## config.mk

```make
export PLATFORM = sky130hd
export DESIGN_NAME = fp_mult_pipe
export DESIGN_NICKNAME = d
export VERILOG_FILES = /design/src/rtl/fp_mult_pipe.sv
export SDC_FILE = /design/constraint.sdc
export NUM_CORES = 2
export LEC_CHECK = 0
export ABC_AREA = 1
export CELL_PAD_IN_SITES_DETAIL_PLACEMENT = 0
export CELL_PAD_IN_SITES_GLOBAL_PLACEMENT = 1
export CORE_ASPECT_RATIO = 0.8
export CORE_MARGIN = 2
export CORE_UTILIZATION = 43
export DETAILED_ROUTE_END_ITERATION = 16
export PLACE_DENSITY = 0.86
export SLEW_MARGIN = 10
export SYNTH_ARGS = -nofsm -noshare
export SYNTH_HDL_FRONTEND = slang
export SYNTH_SLANG_ARGS = --single-unit
```

## constraint.sdc

```tcl
create_clock -name clk -period 3.4 [get_ports clk]
set_input_delay 0.68 -clock clk [delete_from_list [all_inputs] [get_ports clk]]
set_output_delay 0.68 -clock clk [all_outputs]
set_load 0.02 [all_outputs]
```

## src/rtl/fp_mult_pipe.sv

```systemverilog
`default_nettype none
// ============================================================================
// Module   : fp_mult_pipe
// Brief    : Three-stage pipelined IEEE-754-style multiplier with valid/ready
//            handshake, round-to-nearest-even and special-value handling.
// Revision : 1.0
// ============================================================================
module fp_mult_pipe #(
  parameter int EXP_W = 8,
  parameter int MAN_W = 23
) (
  input  logic                   clk,
  input  logic                   rst_n,
  input  logic                   in_valid,
  output logic                   in_ready,
  input  logic [EXP_W+MAN_W:0]   num1,
  input  logic [EXP_W+MAN_W:0]   num2,
  output logic                   out_valid,
  input  logic                   out_ready,
  output logic [EXP_W+MAN_W:0]   product,
  output logic                   flag_ovf,
  output logic                   flag_unf,
  output logic                   flag_inv
);

  localparam int W  = 1 + EXP_W + MAN_W;
  localparam int EW = EXP_W + 2;
  localparam int PW = 2 * MAN_W + 2;

  localparam logic signed [EW-1:0] BIAS_S  = EW'((1 << (EXP_W - 1)) - 1);
  localparam logic signed [EW-1:0] EXP_MAX = EW'((1 << EXP_W) - 1);
  localparam logic signed [EW-1:0] ONE_S   = EW'(1);
  localparam logic signed [EW-1:0] ZERO_S  = '0;

  typedef enum logic [1:0] {
    SP_NONE = 2'd0,
    SP_NAN  = 2'd1,
    SP_INF  = 2'd2,
    SP_ZERO = 2'd3
  } special_e;

  logic adv;
  assign adv      = !out_valid || out_ready;
  assign in_ready = adv;

  // ---------------------------------------------------------------- stage 1
  logic                 s1_valid_q,   s1_valid_d;
  logic                 s1_sign_q,    s1_sign_d;
  logic signed [EW-1:0] s1_exp_q,     s1_exp_d;
  logic [PW-1:0]        s1_mant_q,    s1_mant_d;
  special_e             s1_special_q, s1_special_d;

  logic             sign_a, sign_b;
  logic [EXP_W-1:0] exp_a, exp_b;
  logic [MAN_W-1:0] frac_a, frac_b;
  logic             a_nan, a_inf, a_zero, b_nan, b_inf, b_zero;

  always_comb begin
    sign_a = num1[W-1];
    sign_b = num2[W-1];
    exp_a  = num1[W-2:MAN_W];
    exp_b  = num2[W-2:MAN_W];
    frac_a = num1[MAN_W-1:0];
    frac_b = num2[MAN_W-1:0];

    // Subnormals have exp==0 and are deliberately folded into zero.
    a_nan  = (&exp_a) && (|frac_a);
    a_inf  = (&exp_a) && !(|frac_a);
    a_zero = (exp_a == '0);
    b_nan  = (&exp_b) && (|frac_b);
    b_inf  = (&exp_b) && !(|frac_b);
    b_zero = (exp_b == '0);

    s1_valid_d = in_valid;
    s1_sign_d  = sign_a ^ sign_b;
    s1_exp_d   = $signed({2'b00, exp_a}) + $signed({2'b00, exp_b}) - BIAS_S;
    s1_mant_d  = PW'({1'b1, frac_a}) * PW'({1'b1, frac_b});

    s1_special_d = SP_NONE;
    if (a_nan || b_nan || (a_inf && b_zero) || (b_inf && a_zero)) begin
      s1_special_d = SP_NAN;
    end else if (a_inf || b_inf) begin
      s1_special_d = SP_INF;
    end else if (a_zero || b_zero) begin
      s1_special_d = SP_ZERO;
    end
  end

  // ---------------------------------------------------------------- stage 2
  logic                 s2_valid_q,   s2_valid_d;
  logic                 s2_sign_q,    s2_sign_d;
  logic signed [EW-1:0] s2_exp_q,     s2_exp_d;
  logic [MAN_W-1:0]     s2_frac_q,    s2_frac_d;
  logic                 s2_guard_q,   s2_guard_d;
  logic                 s2_sticky_q,  s2_sticky_d;
  special_e             s2_special_q, s2_special_d;

  always_comb begin
    s2_valid_d   = s1_valid_q;
    s2_sign_d    = s1_sign_q;
    s2_special_d = s1_special_q;
    if (s1_mant_q[PW-1]) begin
      s2_frac_d   = s1_mant_q[PW-2 -: MAN_W];
      s2_guard_d  = s1_mant_q[MAN_W];
      s2_sticky_d = |s1_mant_q[MAN_W-1:0];
      s2_exp_d    = s1_exp_q + ONE_S;
    end else begin
      s2_frac_d   = s1_mant_q[PW-3 -: MAN_W];
      s2_guard_d  = s1_mant_q[MAN_W-1];
      s2_sticky_d = |s1_mant_q[MAN_W-2:0];
      s2_exp_d    = s1_exp_q;
    end
  end

  // ---------------------------------------------------------------- stage 3
  logic         out_valid_q, out_valid_d;
  logic [W-1:0] product_q,   product_d;
  logic         ovf_q,       ovf_d;
  logic         unf_q,       unf_d;
  logic         inv_q,       inv_d;

  logic                 rnd_inc;
  logic [MAN_W:0]       rnd_sum;
  logic signed [EW-1:0] exp_r;

  always_comb begin
    rnd_inc = s2_guard_q && (s2_sticky_q || s2_frac_q[0]);
    rnd_sum = {1'b0, s2_frac_q} + (MAN_W + 1)'(rnd_inc);
    // On carry-out the fraction field is already all zeros; only bump exp.
    exp_r   = s2_exp_q + (rnd_sum[MAN_W] ? ONE_S : ZERO_S);

    out_valid_d = s2_valid_q;
    product_d   = '0;
    ovf_d       = 1'b0;
    unf_d       = 1'b0;
    inv_d       = 1'b0;

    case (s2_special_q)
      SP_NAN: begin
        product_d = {1'b0, {EXP_W{1'b1}}, 1'b1, {(MAN_W-1){1'b0}}};
        inv_d     = 1'b1;
      end
      SP_INF:  product_d = {s2_sign_q, {EXP_W{1'b1}}, {MAN_W{1'b0}}};
      SP_ZERO: product_d = {s2_sign_q, {(W-1){1'b0}}};
      default: begin
        if (exp_r >= EXP_MAX) begin
          product_d = {s2_sign_q, {EXP_W{1'b1}}, {MAN_W{1'b0}}};
          ovf_d     = 1'b1;
        end else if (exp_r <= ZERO_S) begin
          product_d = {s2_sign_q, {(W-1){1'b0}}};
          unf_d     = 1'b1;
        end else begin
          product_d = {s2_sign_q, exp_r[EXP_W-1:0], rnd_sum[MAN_W-1:0]};
        end
      end
    endcase
  end

  // ---------------------------------------------------------- pipe register
  always_ff @(posedge clk or negedge rst_n) begin
    if (!rst_n) begin
      s1_valid_q   <= 1'b0;
      s1_sign_q    <= 1'b0;
      s1_exp_q     <= '0;
      s1_mant_q    <= '0;
      s1_special_q <= SP_NONE;
      s2_valid_q   <= 1'b0;
      s2_sign_q    <= 1'b0;
      s2_exp_q     <= '0;
      s2_frac_q    <= '0;
      s2_guard_q   <= 1'b0;
      s2_sticky_q  <= 1'b0;
      s2_special_q <= SP_NONE;
      out_valid_q  <= 1'b0;
      product_q    <= '0;
      ovf_q        <= 1'b0;
      unf_q        <= 1'b0;
      inv_q        <= 1'b0;
    end else if (adv) begin
      s1_valid_q   <= s1_valid_d;
      s1_sign_q    <= s1_sign_d;
      s1_exp_q     <= s1_exp_d;
      s1_mant_q    <= s1_mant_d;
      s1_special_q <= s1_special_d;
      s2_valid_q   <= s2_valid_d;
      s2_sign_q    <= s2_sign_d;
      s2_exp_q     <= s2_exp_d;
      s2_frac_q    <= s2_frac_d;
      s2_guard_q   <= s2_guard_d;
      s2_sticky_q  <= s2_sticky_d;
      s2_special_q <= s2_special_d;
      out_valid_q  <= out_valid_d;
      product_q    <= product_d;
      ovf_q        <= ovf_d;
      unf_q        <= unf_d;
      inv_q        <= inv_d;
    end
  end

  assign out_valid = out_valid_q;
  assign product   = product_q;
  assign flag_ovf  = ovf_q;
  assign flag_unf  = unf_q;
  assign flag_inv  = inv_q;

endmodule
`default_nettype wire

```

==> metrics.md <==
| Metric | Value |
|---|---|
| Outcome | `complete, but fails checks` |
| Failing checks | `negative setup slack` |
| Die Area | `66400 um2` |
| CTS tree | `built` |
| Arrival time at the worst endpoint | `6.25 ns` |
| Fin crit period | `just under 6 ns` |
| Area Growth Syn to Fin | `38.6%` |
| Clock Path Buffers | `2` |
| Type of the worst setup path | `in2reg` |
| Latest clock arrival within the worst-skew pair | `roughly 0.44 ns` |
| Worst setup EP type | `register` |
| Syn nets | `4517` |
| Drt total wl | `89600 um` |
| Starting density of the core | `0.433` |
| Synthesis Warnings | `0` |
| Final hold vios | `0` |
| FP Rows | `83` |
| Layout cells sized above 1 | `0.292` |
| Maxcap violations | `0` |
| Final setup viols | `43` |
| Synth Flop Type | `dfrtp_1` |
| Drt wl/cell | `17.5 um` |
| Die W | `around 290 um` |
| Largest net degree at the start of global routing | `121` |
| Core Box Area | `between 60000 and 70000 um2` |
| Die H | `231 um` |
| Crit share post-route | `1.75` |
| Max Clk Rate | `168 MHz` |
| Biggest area consumer among synthesized cells | `fa_1` |
| Initial antenna violation count | `2` |
| Dpl hpwl | `61800 um` |
| Cells after synthesis | `3769` |
| Setup TNS Final | `-95.42 ns` |
| Vias post-DR | `between 20000 and 30000` |
| GRT overflow | `0` |
| Clk slew on worst S/H paths | `0.07 ns` |
| H-tree depth | `4` |
| Nature of the critical path startpoint | `input port` |
| Worst Hold Slack | `0.259 ns` |
| DRC | `0` |
| IO buf count | `104` |
| Distinct cells, synth | `between 40 and 50` |
| Layout net count | `5001` |
| Number of flops mapped to enable cells by yosys | `0` |
| CTS buffer count | `17` |
| WL met3 | `8230 um` |
| Pre-antenna DRT Iters | `8` |
| Met1 Routed Length | `38500 um` |
| Hold Crit Class | `in2async` |
| Total GRT Usage | `0.271` |
| Vias in the first global route | `around 26000` |
| First-pass GRT wire length | `between 100000 and 150000 um` |
| Placed Instances | `slightly below 5000` |
| Async SR Flop Fraction | `1.00` |
| Highest metal used | `met4` |
| RSZ-0062 raised after global routing | `yes` |
| Metal2 WL | `approximately 41000 um` |
| Clock sink count | `approximately 140` |
| Sequential area share after synthesis | `0.124` |
| Syn avg cell area | `between 7 and 8 um2` |
| Slew Limit Fails | `0` |
| Post-Syn Area | `27700 um2` |
| Max_slew headroom | `0.514` |
| Worst Setup Slack, final | `-2.54 ns` |
| Worst-Margin Slew | `~0.73 ns` |
| Top cells by area, synth | `fa_1 35%, nand2_1 15%, inv_1 15%` |
| #FFs+latches synth | `137` |
| Vias per cell | `between 5 and 6` |
| Count of hold buffers inserted by post-cts repair | `0` |
| Root Driver | `clkbuf_16` |
| Required @ worst endpoint | `between 3 and 4 ns` |
| Iter 0 DRT Violations | `roughly 2200` |
| RD Place Congestion | `0.894` |
| Routed Antenna Nets | `0` |
| I/O pin total | `105` |
| Clock skew | `0.00981 ns` |
| Synth top area share | `0.349` |
| CP max FO | `5` |
| Post-route insts no fill | `5117` |
## placed cells by master (no fill, tap or decap), types with 61 or more instances in the layout
master,synthesis,final
buf_12,1,77
buf_4,0,305
buf_6,3,91
dfrtp_1,137,137
fa_1,483,441
ha_1,197,143
inv_1,1071,917
inv_2,1,152
nand2_1,1130,896
nand2_2,4,169
nand2_4,1,67
nand3_1,116,61
nor2_1,170,126
## final cells by class
type,instances,area (um2)
clock buffers,18,439
multi-input cells,2423,22300
flip-flops and latches,137,3430
clock inverters,14,210
diodes,1,2.50
repair buffers,596,6780
inverters,1076,4060
well taps,850,1060
repair inverters,2,22.5
fillers,5442,25500
## flip-flops by register name, summed over array words and instances (netlist names)
name,cells
product,32
s2_exp_q,10
flag_inv,1
s2_sign_q,1
s1_exp_q,10
out_valid_d,1
out_valid,1
s1_valid_q,1
s2_sticky_q,1
s1_mant_q,48
s2_guard_q,1
s1_special_q,2
flag_ovf,1
s2_special_q,2
flag_unf,1
s1_sign_q,1
s2_frac_q,23
## metrics by stage
step	setup WS (ns)	instance area, um2	util
floorplan	-2.47	28700	-
global placement	-3.38	32800	0.514
detailed placement	-3.41	32800	0.514
CTS	-2.48	36600	0.573
global route	-2.71	38300	0.600
finish	-2.54	38300	0.600
## per-layer routing
layer,track usage,vias to the layer above
li1,-,11814
met1,0.383,12622
met2,0.425,990
met3,0.0574,180
met4,0.0641,0
met5,0,-
## cells in the mapped netlist, drive strengths merged, types with 3 or more instances
| master | instances |
|---|---|
| o22ai | 3 |
| a22oi | 7 |
| ha | 197 |
| xor2 | 15 |
| inv | 1074 |
| a21oi | 81 |
| xnor2 | 16 |
| fa | 483 |
| nand4 | 37 |
| o21bai | 6 |
| nand3b | 15 |
| nand2 | 1135 |
| clkbuf | 118 |
| and2 | 4 |
| nor2 | 176 |
| nand3 | 127 |
| nor4 | 5 |
| dfrtp | 137 |
| o31ai | 4 |
| nor3 | 17 |
| o21ai | 69 |
| or2 | 13 |
| buf | 15 |
| o211ai | 4 |
## worst max-delay path, cell delays in order
cell     delay (ns)
buf_6          0.07
buf_12         0.11
buf_12         0.12
buf_4          0.12
nand2_2        0.06
fa_1           0.54
fa_1           0.56
inv_1          0.06
fa_1           0.47
fa_2           0.58
fa_2           0.44
fa_1           0.58
fa_2           0.48
ha_4           0.31
nand2_2        0.07
nand2_2        0.08
a21oi_4        0.19
and2_4         0.17
nand3_4        0.12
or2_4          0.27
nand3_2        0.06
o21ai_1        0.07
## path summary, 6_finish.rpt
| check | depth (start not counted) | slack, ns | start | to |
|---|---|---|---|---|
| hold / removal | 1 | 0.26 | rst_n | s1_exp_q[9] |
| hold reg to reg | 2 | 0.46 | out_valid_d | out_valid |
| min in group clk | 2 | 0.46 | out_valid_d | out_valid |
| setup / recovery | 22 | -2.54 | num2[9] | s1_mant_q[28] |
| setup reg to reg | 21 | 0.06 | s2_sticky_q | product[5] |
| max in group asynchronous | 2 | 2.31 | rst_n | s1_mant_q[36] |
## cells by family after synthesis
| logic type | Yosys count | share of synthesized area |
|---|---|---|
| AO/OA/AOI/OAI | 182 | 0.0357 |
| XOR/XNOR | 31 | 0.00981 |
| buffers and inverters | 1209 | 0.166 |
| adder cells (fa/ha/maj) | 680 | 0.438 |
| flip-flops | 137 | 0.124 |
| AND/OR/NAND/NOR | 1530 | 0.226 |
## repair_timing
item | 4_1_cts | 5_1_grt
cloned | 34 | 6
buffers inserted | 111 | 62
pin swaps | 253 | 279
resized for setup | 641 | 429
endpoints found under the setup margin | 76 | 76
Power is left out: the tool's default activity adds up to more than one toggle a clock period on the data nets, which glitch-free logic cannot reach.
